`src/rtl/powerpc_rom_fetch.sv`:
```
// Fetch sequencer for the 16x4 boot ROM: owns the PC, hides the one-cycle
// read latency and hands nibbles to decode through a 2-entry buffer.
module powerpc_rom_fetch #(
  parameter bit STOP_AT_END = 1'b0
) (
  input  logic       clk_i,
  input  logic       rst_ni,
  input  logic       start_i,
  input  logic [3:0] start_addr_i,
  input  logic       halt_i,
  input  logic       redirect_i,
  input  logic [3:0] redirect_addr_i,
  output logic       rom_en_o,
  output logic [3:0] rom_addr_o,
  input  logic [3:0] rom_data_i,
  output logic       out_valid_o,
  input  logic       out_ready_i,
  output logic [3:0] out_data_o,
  output logic [3:0] out_addr_o,
  output logic       busy_o
);

  typedef enum logic [1:0] {
    IDLE,
    RUN,
    DRAIN
  } state_e;

  state_e     state_q, state_d;
  logic [3:0] pc_q, pc_d;
  logic       infl_q, infl_d;
  logic [3:0] infl_addr_q, infl_addr_d;
  logic [1:0] count_q, count_d;
  logic [3:0] d0_q, d0_d, d1_q, d1_d;
  logic [3:0] a0_q, a0_d, a1_q, a1_d;

  logic       pop;
  logic       push;
  logic       issue;
  logic [2:0] occ;
  logic [1:0] cnt_pop;

  assign pop     = (count_q != 2'd0) & out_ready_i;
  assign push    = infl_q;
  assign cnt_pop = count_q - {1'b0, pop};

  // Credit: buffered + in-flight after this edge's pop must leave a free slot
  assign occ   = {1'b0, count_q} + {2'b0, infl_q} - {2'b0, pop};
  assign issue = (state_q == RUN) && (occ < 3'd2);

  assign rom_en_o    = issue;
  assign rom_addr_o  = pc_q;
  assign out_valid_o = (count_q != 2'd0);
  assign out_data_o  = d0_q;
  assign out_addr_o  = a0_q;
  assign busy_o      = (state_q != IDLE);

  always_comb begin
    state_d     = state_q;
    pc_d        = pc_q;
    infl_d      = infl_q;
    infl_addr_d = infl_addr_q;
    count_d     = count_q;
    d0_d        = d0_q;
    d1_d        = d1_q;
    a0_d        = a0_q;
    a1_d        = a1_q;
    unique case (state_q)
      IDLE: begin
        if (start_i && !halt_i) begin
          state_d = RUN;
          pc_d    = start_addr_i;
        end
      end
      RUN, DRAIN: begin
        if (redirect_i) begin
          count_d = 2'd0;
          infl_d  = 1'b0;
          pc_d    = redirect_addr_i;
          state_d = halt_i ? DRAIN : RUN;
        end else begin
          if (pop) begin
            d0_d = d1_q;
            a0_d = a1_q;
          end
          if (push) begin
            if (cnt_pop == 2'd0) begin
              d0_d = rom_data_i;
              a0_d = infl_addr_q;
            end else begin
              d1_d = rom_data_i;
              a1_d = infl_addr_q;
            end
          end
          count_d = cnt_pop + {1'b0, push};
          infl_d  = issue;
          if (issue) begin
            infl_addr_d = pc_q;
            pc_d        = pc_q + 4'd1;
          end
          if (state_q == RUN) begin
            if (halt_i)
              state_d = DRAIN;
            else if (STOP_AT_END && issue && (pc_q == 4'hF))
              state_d = DRAIN;
          end else if (count_d == 2'd0) begin
            state_d = IDLE;
          end
        end
      end
      default: state_d = IDLE;
    endcase
  end

  always_ff @(posedge clk_i or negedge rst_ni) begin
    if (!rst_ni) begin
      state_q     <= IDLE;
      pc_q        <= 4'd0;
      infl_q      <= 1'b0;
      infl_addr_q <= 4'd0;
      count_q     <= 2'd0;
      d0_q        <= 4'd0;
      d1_q        <= 4'd0;
      a0_q        <= 4'd0;
      a1_q        <= 4'd0;
    end else begin
      state_q     <= state_d;
      pc_q        <= pc_d;
      infl_q      <= infl_d;
      infl_addr_q <= infl_addr_d;
      count_q     <= count_d;
      d0_q        <= d0_d;
      d1_q        <= d1_d;
      a0_q        <= a0_d;
      a1_q        <= a1_d;
    end
  end

endmodule

```
`config.mk`:
```
export PLATFORM = sky130hd
export DESIGN_NAME = powerpc_rom_fetch
export DESIGN_NICKNAME = d
export VERILOG_FILES = /design/src/rtl/powerpc_rom_fetch.sv
export SDC_FILE = /design/constraint.sdc
export NUM_CORES = 1
export LEC_CHECK = 0
export BUFFER_PORTS_ARGS = -buffer_cell sky130_fd_sc_hd__buf_2
export CAP_MARGIN = 15
export CORE_MARGIN = 2
export CORE_UTILIZATION = 54
export DETAILED_ROUTE_END_ITERATION = 10
export GPL_ROUTABILITY_DRIVEN = 1
export HOLD_SLACK_MARGIN = 0.1
export PLACE_DENSITY = 0.82
export SLEW_MARGIN = 40
export SYNTH_ARGS = -nofsm -noshare
export SYNTH_HDL_FRONTEND = slang
export SYNTH_SLANG_ARGS = --single-unit
```
`constraint.sdc`:
```
create_clock -name clk_i -period 3 [get_ports clk_i]
set_clock_uncertainty 0.1 [all_clocks]
set_input_delay 0.15 -clock clk_i [delete_from_list [all_inputs] [get_ports clk_i]]
set_output_delay 0.15 -clock clk_i [all_outputs]
set_load 0.01 [all_outputs]
```
==> impl_metrics.tcl <==
set metrics [dict create \
    start_util_pct 57.4 \
    synth_top_family_by_area "multiplexers" \
    postRouteWirelength_mm 3.23 \
    syn-num-nets 155 \
    relSlewSlack_pct 58.2 \
    pwr-share-comb_pct 50.1 \
    ys_top_cells_by_area "dfrtp_1 45%, mux2_4 7.5%, mux2_2 7.0%" \
    ir_drop_mv 0.644 \
    ant_nets 0 \
    cts_buffer_depth 2 \
    setup.worst_path.start_class "register" \
    async_reset_ff_share_pct 100 \
    syn_inst 129 \
    slew_viol_final 0 \
    yosys_warnings 0 \
    wire_per_inst_um 15.9 \
    pwr_density_cell_nw_per_um2 1090 \
    hold_path_depth 4 \
    diodes 0 \
    muxShareOfSynthArea_pct 15.7 \
    violations "DRC" \
    synth-simple-area-share_pct 12.3 \
    end_kind "register" \
    drc 3 \
    swShare_pct 36.6 \
    cts_tree "yes" \
    place_congestion 0.766 \
    die_h_um 58.6 \
    drt_iter0_markers 52 \
    synth-compound-area-share_pct 15.1 \
    grt-ovfl-total 0 \
    ys_ff_latch 29 \
    p_int_uw 1330 \
    leakage_uw 0.000975 \
    status "finished, violations left" \
    dieArea_um2 3440 \
    cp_max_fo 6 \
    drt_pass1_iterations 7 \
    fin_cells 203 \
    drive_above_1_share_pct 39.5 \
    tightest_slew_ps 627 \
    post-cts-setup-buffer-count 0 \
    synth_fa_ha_area_share_pct 6.68 \
    top_usage_layer "met2" \
    grt_max_degree 30 \
    synth_top_area_share_pct 45.0 \
    syn-cell-area_um2 1610 \
    p_sw_uw 767 \
    area_growth_pct 19.9 \
    synth-edff-count 0 \
    met2_usage_pct 34.0 \
    die_w_um 58.6 \
    cts_root_buf "clkbuf_4" \
    clkTransAtPathRegs_ps 100 \
    insertion_delay_ps 330 \
    core_area_um2 2810 \
    antenna_found_initial 0 \
    vias_per_cell 5.71 \
    synth_xor_area_share_pct 1.09 \
    rsz0062_at_grt "no" \
    yosysUniqueCellTypes 40 \
    synth_area_per_cell_um2 12.5 \
    use_met3_pct 5.27 \
    hold_class "input pin to register" \
    htreeDepth 2 \
    max_cap_violations 0 \
    grt.total_usage_pct 21.1 \
    place_inst 188 \
    cts.sink_count 29 \
    io-pin-count 33 \
    grt_pass1_vias 1140 \
    port_buffers 32 \
    ys_seq_area_share_pct 45.0 \
    ff2ff_path_depth 9 \
    cp.arrival_ps 2770 \
    fin_crit_ps 2650 \
    setup_viol 0 \
    period_share_pct 88.4 \
    grtUsageMet1_pct 28.1 \
    fmax_mhz 377 \
    hold_viol 0 \
    final.setup.tns_ps 0 \
    cts_buffers 5 \
    clkPwrFrac_pct 16.0 \
    crit_type "register to register" \
    seqPwrFrac_pct 34.0 \
    final_nets 197 \
    final_core_util_pct 68.9 \
    vias 1160 \
    synth_ff_type "dfrtp_1" \
    dp_hpwl_mm 2.29 \
    ctsResizeCount 0 \
    worst_ep_required_time_ps 3120 \
    grt_pass1_wl_mm 5.41 \
    synth_top_cell_by_area "dfrtp_1" \
    rows 19 \
]
layer usage:
metal / up-vias / wire length [um]
met1: 570 / 1450
met2: 37 / 1570
met5: - / 0
li1: 547 / -
met4: 0 / 48
met3: 6 / 157
metrics by stage:
stage	hold WS (ps)	area, um2	setup slack, ps	power, uW
final	108	1930	348	2100
after global routing	115	1930	213	2240
after CTS	104	1930	354	2110
after detailed placement	107	1780	367	1760
after global placement	97.1	1780	476	1710
after floorplan	-246	1610	546	1490
Yosys cell counts, drive strengths merged (2+ instances only):
| master | n |
|---|---|
| mux2i | 2 |
| and2 | 9 |
| o21ai | 4 |
| a21oi | 4 |
| nor2 | 6 |
| and3 | 2 |
| a221o | 8 |
| a21o | 2 |
| nand2 | 2 |
| inv | 9 |
| mux2 | 18 |
| dfrtp | 29 |
| nor2b | 2 |
| buf | 3 |
| o2bb2ai | 2 |
| ha | 7 |
cell usage in the layout (no fill, tap or decap), types with 3 or more instances in the layout:
master and n:
mux2_4 8, dfrtp_1 29, a221o_1 8, inv_1 9, a21oi_1 4, buf_2 32, o21ai_0 3, nor2_1 6
and2_1 9, mux2_2 10, clkbuf_4 5, dlygate4sd3_1 7, ha_1 7
logic make-up (layout without fill, tap and decap cells):
| family | after synthesis | count (layout) |
|---|---|---|
| multiplexers | 20 | 20 |
| flip-flops | 29 | 29 |
| AND/OR/NAND/NOR | 30 | 30 |
| AO/OA/AOI/OAI | 27 | 27 |
| adder cells (fa/ha/maj) | 8 | 8 |
| buffers and inverters | 13 | 56 |
| XOR/XNOR | 2 | 2 |
power groups by stage:
stage	clock network, uW	registers (uW)	logic (uW)
5_1_grt	356	740	1140
3_5_place_dp	0	720	1040
6_report	335	713	1050
4_1_cts	341	713	1050
2_1_floorplan	0	721	772
3_3_place_gp	0	702	1010
sequential cells by signal, summed over array words and instances, names as in the netlist:
name         cells
out_data_o       4
a1_q             4
rom_addr_o       4
d1_q             4
out_addr_o       4
infl_addr_q      4
infl_q           1
count_q          2
state_q          2
layout make-up:
class                      instances  area [um2]
tap                               31        38.8
timing repair buffer              39         230
clock buffer                       7        55.1
clock inverter                     1        30.0
multi-input combinational         87         818
sequential                        29         726
inverter                           9        33.8
fill                             224         873
path summary, 6_finish.rpt:
path	slack [ps]	to	start
worst max-delay path	350	infl_addr_q[3]	count_q[0]
worst min-delay path	110	rom_addr_o[1]	start_addr_i[1]
worst max register to register	350	infl_addr_q[3]	count_q[0]
worst min register to register	410	out_addr_o[0]	a1_q[0]
max in group asynchronous	2110	a1_q[2]	rst_ni
min in group asynchronous	270	infl_q	rst_ni
timing repair:
action	CTS	global route
endpoints found under the setup margin	0	0
hold endpoints to repair	39	0
hold buffers	7	0
worst max-delay path: stages (launching register included):
cell and delay (ps):
dfrtp_1 430, nand3b_2 280, nand2_1 170, ha_1 160, inv_1 50, fa_1 380
xnor2_1 160, and3_4 210, and2_1 280, mux2_4 330
No activity file was read; power rests on OpenSTA's default activity.
